### config.mk
export PLATFORM = sky130hd
export DESIGN_NAME = traffic_phase_scheduler
export DESIGN_NICKNAME = d
export VERILOG_FILES = /design/src/rtl/traffic_phase_scheduler.sv
export SDC_FILE = /design/constraint.sdc
export NUM_CORES = 1
export LEC_CHECK = 0
export CAP_MARGIN = 25
export CORE_MARGIN = 3
export CORE_UTILIZATION = 35
export CTS_CLUSTER_DIAMETER = 200
export DETAILED_ROUTE_END_ITERATION = 10
export HOLD_SLACK_MARGIN = 0.08
export MAX_ROUTING_LAYER = met4
export PLACE_DENSITY = 0.62
export SYNTH_ARGS = -nofsm -noshare
export SYNTH_HDL_FRONTEND = slang
export SYNTH_SLANG_ARGS = --single-unit
### constraint.sdc
create_clock -name clk -period 3.11 [get_ports clk]
set_input_delay 0.311 -clock clk [delete_from_list [all_inputs] [get_ports clk]]
set_output_delay 0.311 -clock clk [all_outputs]
set_load 0.02 [all_outputs]
### src/rtl/traffic_phase_scheduler.sv
// rtl/traffic_phase_scheduler.sv - timed highway/country-road phase scheduler
// Optional emergency preemption under `TRAFFIC_EMERG_PREEMPT_EN.
module traffic_phase_scheduler #(
  parameter int CNT_W           = 8,
  parameter int MIN_HWY_GREEN   = 8,
  parameter int YELLOW_TIME     = 3,
  parameter int CLEAR_TIME      = 2,
  parameter int MIN_CNTRY_GREEN = 4,
  parameter int MAX_CNTRY_GREEN = 10
) (
  input  logic             clk,
  input  logic             reset,
  input  logic             x,
`ifdef TRAFFIC_EMERG_PREEMPT_EN
  input  logic             emerg_req,
  output logic             preempt_active,
`endif
  output logic [1:0]       hwy_signal,
  output logic [1:0]       cntry_road_signal,
  output logic [2:0]       state_out,
  output logic [2:0]       next_state_out,
  output logic [CNT_W-1:0] dwell_cnt,
  output logic             phase_done
);

  typedef enum logic [2:0] {
    S_HWY_GREEN    = 3'd0,
    S_HWY_YELLOW   = 3'd1,
    S_ALL_RED_A    = 3'd2,
    S_CNTRY_GREEN  = 3'd3,
    S_CNTRY_YELLOW = 3'd4,
    S_ALL_RED_B    = 3'd5
  } state_t;

  localparam logic [1:0] RED    = 2'd0;
  localparam logic [1:0] YELLOW = 2'd1;
  localparam logic [1:0] GREEN  = 2'd2;

  // Exit thresholds: a phase of N cycles leaves on the edge where dwell_cnt == N-1.
  localparam logic [CNT_W-1:0] HG_LAST   = CNT_W'(MIN_HWY_GREEN - 1);
  localparam logic [CNT_W-1:0] Y_LAST    = CNT_W'(YELLOW_TIME - 1);
  localparam logic [CNT_W-1:0] CLR_LAST  = CNT_W'(CLEAR_TIME - 1);
  localparam logic [CNT_W-1:0] CG_MIN_LAST = CNT_W'(MIN_CNTRY_GREEN - 1);
  localparam logic [CNT_W-1:0] CG_MAX_LAST = CNT_W'(MAX_CNTRY_GREEN - 1);

  if (CNT_W <= 0 || MIN_HWY_GREEN <= 0 || YELLOW_TIME <= 0 || CLEAR_TIME <= 0 ||
      MIN_CNTRY_GREEN <= 0 || MAX_CNTRY_GREEN <= 0) begin : g_bad_zero
    $error("traffic_phase_scheduler: zero or negative parameter");
  end
  if (MAX_CNTRY_GREEN < MIN_CNTRY_GREEN) begin : g_bad_order
    $error("traffic_phase_scheduler: MAX_CNTRY_GREEN < MIN_CNTRY_GREEN");
  end
  if (MIN_HWY_GREEN > (1 << CNT_W) || YELLOW_TIME > (1 << CNT_W) ||
      CLEAR_TIME > (1 << CNT_W) || MAX_CNTRY_GREEN > (1 << CNT_W)) begin : g_bad_width
    $error("traffic_phase_scheduler: time parameter does not fit CNT_W");
  end

  state_t state;
  state_t next_state;
  logic   x_meta;
  logic   x_s;
  logic   preempt;

`ifdef TRAFFIC_EMERG_PREEMPT_EN
  logic er_meta;
  logic er_s;

  always_ff @(posedge clk or negedge reset) begin
    if (!reset) begin
      er_meta        <= 1'b0;
      er_s           <= 1'b0;
      preempt_active <= 1'b0;
    end else begin
      er_meta        <= emerg_req;
      er_s           <= er_meta;
      preempt_active <= er_s;
    end
  end

  assign preempt = er_s;
`else
  assign preempt = 1'b0;
`endif

  always_ff @(posedge clk or negedge reset) begin
    if (!reset) begin
      x_meta <= 1'b0;
      x_s    <= 1'b0;
    end else begin
      x_meta <= x;
      x_s    <= x_meta;
    end
  end

  always_comb begin
    next_state = S_HWY_GREEN;
    case (state)
      S_HWY_GREEN:
        next_state = (dwell_cnt >= HG_LAST && x_s && !preempt) ? S_HWY_YELLOW : S_HWY_GREEN;
      S_HWY_YELLOW:
        next_state = (dwell_cnt == Y_LAST) ? S_ALL_RED_A : S_HWY_YELLOW;
      S_ALL_RED_A:
        next_state = (dwell_cnt == CLR_LAST) ? S_CNTRY_GREEN : S_ALL_RED_A;
      S_CNTRY_GREEN:
        next_state = (preempt || (dwell_cnt >= CG_MIN_LAST && !x_s) || dwell_cnt == CG_MAX_LAST)
                     ? S_CNTRY_YELLOW : S_CNTRY_GREEN;
      S_CNTRY_YELLOW:
        next_state = (dwell_cnt == Y_LAST) ? S_ALL_RED_B : S_CNTRY_YELLOW;
      S_ALL_RED_B:
        next_state = (dwell_cnt == CLR_LAST) ? S_HWY_GREEN : S_ALL_RED_B;
      default:
        next_state = S_HWY_GREEN;
    endcase
  end

  // Heads are decoded from the next state so they flip on the same edge as state_out.
  function automatic logic [3:0] heads(input state_t s);
    case (s)
      S_HWY_GREEN:    heads = {GREEN, RED};
      S_HWY_YELLOW:   heads = {YELLOW, RED};
      S_CNTRY_GREEN:  heads = {RED, GREEN};
      S_CNTRY_YELLOW: heads = {RED, YELLOW};
      default:        heads = {RED, RED};
    endcase
  endfunction

  always_ff @(posedge clk or negedge reset) begin
    if (!reset) begin
      state             <= S_HWY_GREEN;
      dwell_cnt         <= '0;
      phase_done        <= 1'b0;
      hwy_signal        <= GREEN;
      cntry_road_signal <= RED;
    end else begin
      state      <= next_state;
      phase_done <= (next_state != state);
      {hwy_signal, cntry_road_signal} <= heads(next_state);
      if (next_state != state) begin
        dwell_cnt <= '0;
      end else if (dwell_cnt != '1) begin
        dwell_cnt <= dwell_cnt + CNT_W'(1);
      end
    end
  end

  assign state_out      = state;
  assign next_state_out = next_state;

endmodule

; Yosys cells after proc, flatten, opt, wreduce, memory -nomap -nowiden
; Index checks and enable logic that the tools add are counted.
[classes]
eq_ne = 13
order_cmp = 2
addsub = 1
n_mux = 10
reduce_logical = 7
[ops]
columns = operator, count
row1 = case mux 3 bit (6 select lines), 1
row2 = 2-to-1 mux 8 bit, 2
row3 = case mux 4 bit (4 select lines), 1
row4 = "== test 3 x 2 -> 1 bit, second input constant", 3
row5 = "== test 3 bit, second input constant", 3
row6 = "adder 8 x 1 -> 8 bit, second input constant", 1
row7 = "== test 8 x 1 -> 1 bit, second input constant", 1
row8 = "== test 8 x 2 -> 1 bit, second input constant", 1
row9 = "== test 8 x 4 -> 1 bit, second input constant", 1
row10 = ">= comparator 8 x 2 -> 1 bit, second input constant", 1
row11 = ">= comparator 8 x 3 -> 1 bit, second input constant", 1
row12 = "!= test 8 bit, second input constant", 1
row13 = "== test 3 x 1 -> 1 bit, second input constant", 2
row14 = logical NOT 3 bit, 2
row15 = 2-to-1 mux 3 bit, 2
row16 = 2-to-1 mux 1 bit, 3
row17 = != test 3 bit, 1
row18 = logical AND 1 bit, 2
row19 = 2-to-1 mux 2 bit, 1
row20 = nonzero test 2 bit, 1
row21 = logical NOT 1 bit, 1
row22 = logical OR 1 bit, 1
[word_totals]
register_bits = 18
input_bits = 3
out_inout_bits = 19

; Logic depth before layout (Yosys ltp)
[depth]
ltp_word = 7
mapped_depth = 8
depth_no_buf = 7

; Worst setup path after synthesis
; No wires, ideal clock.
[synth_timing]
path_type = register -> register
from = register dwell_cnt[6]
to = register hwy_signal[1]
stages_incl_launch_ff = 6
t_arrival_ps = 2103
period_less_slack_ps = 2187
path_buffers = 0
slack_ps = 923
setup_time_ps = 83
path_cell_list = dfrtp_1 or4_4 o311a_1 a31oi_4 nand3_1 nor3_1
[synth_via]
elab_chain_cells = 7
word_cells_on_any_way = 20
cone_classes = order compare (2) / eq/ne (6) / mux (8) / reduce/logical (4)
[synth_rtl]
columns = element, line_no
row1 = "start, declared", 22  ; output logic [CNT_W-1:0] dwell_cnt,
row2 = "start signal, assigned", 141  ; dwell_cnt <= dwell_cnt + CNT_W'(1);
row3 = >= comparator 8 x 2 -> 1 bit, 105  ; next_state = (preempt || (dwell_cnt >= CG_MIN_LAST && !x_s) || dwell_cnt == CG_MAX_LAST)
row4 = logical AND 1 bit, 105
row5 = logical OR 1 bit, 105
row6 = 2-to-1 mux 3 bit, 106  ; ? S_CNTRY_YELLOW : S_CNTRY_GREEN;
row7 = case mux 3 bit (6 select lines) *, 97  ; case (state)
row8 = named net next_state_out[0], 21  ; output logic [2:0] next_state_out,
row9 = "== test 3 bit, or another cell as far along", 118  ; case (s)
row10 = case mux 4 bit (4 select lines) *, 118
row11 = "end signal, assigned", 137  ; {hwy_signal, cntry_road_signal} <= heads(next_state);
row12 = "end, declared", 18  ; output logic [1:0] hwy_signal,
; The timed path passes the listed nets; every way through them passes the cells marked *.
; A chain may end at the register's enable or synchronous reset.

; Worst setup path after layout
[layout_timing]
from = register dwell_cnt[6]
to = output next_state_out[1]
[layout_via]
elab_chain_cells = 5
word_cells_on_any_way = 8
cone_classes = order compare (1) / eq/ne (2) / mux (3) / reduce/logical (2)
[layout_rtl]
columns = element, line_no
row1 = >= comparator 8 x 2 -> 1 bit, 105
row2 = logical AND 1 bit, 105
row3 = logical OR 1 bit, 105
row4 = 2-to-1 mux 3 bit, 106
row5 = case mux 3 bit (6 select lines) *, 97
row6 = "end, declared", 21
; Mark *: on every way between the ends. The rest lies on a longest branch, timed or not.

==> flow_metrics.tcl <==
set metrics [dict create \
    grt_first_pass_wirelength_mm 3.61 \
    p_leak_uw 0.000559 \
    cts_sinks 18 \
    slew_headroom_pct 47.0 \
    slowest_stage "clkdlybuf4s50_1" \
    critPathArrivalTime_ps 2510 \
    final_max_slew_viol_count 0 \
    yosysWarnings 0 \
    clock_latency_ps 290 \
    area_delta_synth_final_pct 29.1 \
    cts_max_level 1 \
    setup_viol 0 \
    p_per_area_mw_per_mm2 837 \
    syn_area_per_cell_um2 10.1 \
    cts_buffer_depth 2 \
    root_buffer "clkbuf_4" \
    worstRegToRegCells 5 \
    syn_nets 102 \
    drive_gt1_share_pct 10.3 \
    via_count 782 \
    die_w_um 58.6 \
    post_cts_buffers 0 \
    finalPower_uw 1040 \
    path_cells "or4_4 -> nor3_2 -> a31oi_1 -> nor2_1 -> and2_1 -> clkdlybuf4s50_1" \
    die_area_mm2 0.00343 \
    fin_crit_sh_pct 90.7 \
    ant_nets 0 \
    synth-edff-count 0 \
    grt_overflow 0 \
    r2r-end "phase_done$_DFF_PN0_" \
    synth_cell_types 36 \
    pwr-share-comb_pct 52.1 \
    yosysSeqAreaShare_pct 46.7 \
    syn_area_um2 967 \
    clk_pin_slew_ps 100 \
    drt-initial-drc-count 36 \
    die_h_um 58.6 \
    m1WireLength_mm 1.02 \
    max-vdd-ir-drop_uv 533 \
    endpoint_kind "primary output" \
    min_path_cells 0 \
    pwr-share-clk_pct 13.6 \
    worst_pin_slew_ps 793 \
    fin_cells 147 \
    fin_skew_ps 4.52 \
    layout_min_cycle_time_ps 2820 \
    ios 22 \
    worst-setup-path-type "register to primary output" \
    synth_cells 96 \
    vias_per_cell 5.32 \
    std_cell_rows 18 \
    hold_buffers 0 \
    switching_power_uw 439 \
    cap_violations 0 \
    max_freq_mhz 355 \
    hold_viol_final 0 \
    wl_met3_um 102 \
    rrSetupSlack_ps 870 \
    async_reset_ff_share_pct 100 \
    core-area_mm2 0.00254 \
    antenna_found_initial 0 \
    hpwl_mm 1.53 \
    start_util_pct 38.0 \
    wl_mm 2.10 \
    gp_congestion 0.875 \
    portBuffers 21 \
    start_kind "register" \
    crit_family "simple AND/OR/NAND/NOR gates" \
    grt_max_degree 19 \
    first_global_vias 729 \
    critPathBufInv 1 \
    holdPathEnd "x_s$_DFF_PN0_" \
    synth-main-ff-cell "dfrtp_1" \
    status "finished, final reports clean" \
    setup-tns-final_ps 0 \
    cts_resized 0 \
    met2_length_um 939 \
    cts_tree "built" \
    n_antenna_cell 0 \
    grt_setup_unrepaired "false" \
    dr.pass1.iters 4 \
    worstPathRequired_ps 2800 \
    dp_cells 143 \
    final_util_pct 49.1 \
    max_stage_delay_ps 600 \
    seqPwrFrac_pct 34.2 \
    min_path_type "register to register" \
    ys_seq_elements 18 \
    drc 0 \
    cp_max_fo 6 \
    hold_start "x_meta$_DFF_PN0_" \
    nets 124 \
    routedWlPerCell_um 14.3 \
    grt_use_total_pct 14.1 \
    p_sw_share_pct 42.0 \
    cts_inserted_buffers 3 \
    top_layer "met4" \
    internal-power_uw 606 \
    timing.rr.start "dwell_cnt[6]$_DFFE_PN0P_" \
]
==> state kept, by name, indices dropped and copies added, names as in the netlist <==
name               flops
cntry_road_signal      2
dwell_cnt              8
x_s                    1
state_out              3
phase_done             1
hwy_signal             2
x_meta                 1
==> cell type report <==
class / count / area, µm²
timing repair buffer: 21 / 213
inverter: 6 / 22.5
sequential: 18 / 452
tap: 30 / 37.5
fill: 238 / 1300
clock buffer: 4 / 36.3
multi-input combinational: 68 / 488
==> logic make-up (layout without fill, tap and decap cells) <==
| kind of cell | Yosys count | in the layout | share of synthesized area (%) |
|---|---|---|---|
| AOI/OAI and AO/OA | 26 | 26 | 19.0 |
| xor gates and xnor gates | 4 | 4 | 3.62 |
| adders and majority gates | 3 | 3 | 3.88 |
| buffers and inverters | 10 | 31 | 4.27 |
| DFF | 18 | 18 | 46.7 |
| muxes | 2 | 2 | 2.07 |
| and+or+nand+nor | 33 | 33 | 20.4 |
==> cell usage after synthesis (2+ instances only) <==
| cell | instances | area share [%] |
|---|---|---|
| nand2_1 | 4 | 1.6 |
| nor3_1 | 2 | 1.0 |
| a31oi_1 | 2 | 1.3 |
| clkbuf_1 | 2 | 0.78 |
| nand3_1 | 4 | 2.1 |
| ha_1 | 3 | 3.9 |
| a21oi_1 | 12 | 6.2 |
| mux2i_1 | 2 | 2.1 |
| nor2b_1 | 3 | 1.9 |
| inv_1 | 6 | 2.3 |
| nor2_1 | 5 | 1.9 |
| xor2_1 | 3 | 2.7 |
| nand2b_1 | 4 | 2.6 |
| a211o_1 | 2 | 1.8 |
| dfrtp_1 | 17 | 44 |
| a31o_2 | 2 | 1.8 |
| and2_1 | 3 | 1.9 |
| nand4_1 | 2 | 1.3 |
==> worst max-delay path by stage <==
stage	start	end	slack, ps	depth (start not counted)
5_1_grt	dwell_cnt[6]$_DFFE_PN0P_	next_state_out[1]	100	6
3_5_place_dp	dwell_cnt[6]$_DFFE_PN0P_	next_state_out[0]	470	5
6_report	dwell_cnt[6]$_DFFE_PN0P_	next_state_out[1]	290	6
3_3_place_gp	dwell_cnt[6]$_DFFE_PN0P_	next_state_out[0]	530	5
2_1_floorplan	dwell_cnt[6]$_DFFE_PN0P_	hwy_signal[1]$_DFF_PN1_	920	5
4_1_cts	dwell_cnt[6]$_DFFE_PN0P_	next_state_out[0]	150	5
==> metal layers <==
layer,vias up,GRT usage [%]
li1,388,-
met3,4,2.85
met4,0,5.96
met5,-,-
met2,20,18.8
met1,370,20.4
==> worst register-to-register path: stages, from the launching register on <==
cell and delay, ps:
dfrtp_1 460, or4_4 580, o311a_1 380, a31oi_4 200, nand4_2 270, and2_1 260
==> cell usage in the layout (no fill, tap or decap), types with 4 or more instances in the layout <==
master,n
clkdlybuf4s50_1,20
nor2_1,5
inv_1,6
a21oi_1,12
nand2b_1,4
nand3_1,4
nand2_1,4
dfrtp_1,17
==> power groups by stage <==
stage	Sequential (µW)	Clock, µW	Combinational [µW]
finish	357	143	545
global route	373	157	599
CTS	359	149	551
detailed placement	363	0	548
global placement	362	0	546
floorplan	410	0	310
==> metrics by stage <==
step           setup WS, ps  hold slack (ps)  area (µm²)
6_report                290              362        1250
5_1_grt                96.1              365        1250
4_1_cts                 149              364        1230
3_5_place_dp            471              340        1200
3_3_place_gp            527              336        1200
2_1_floorplan           923             15.4         967
(Power assumes the default switching activity.)
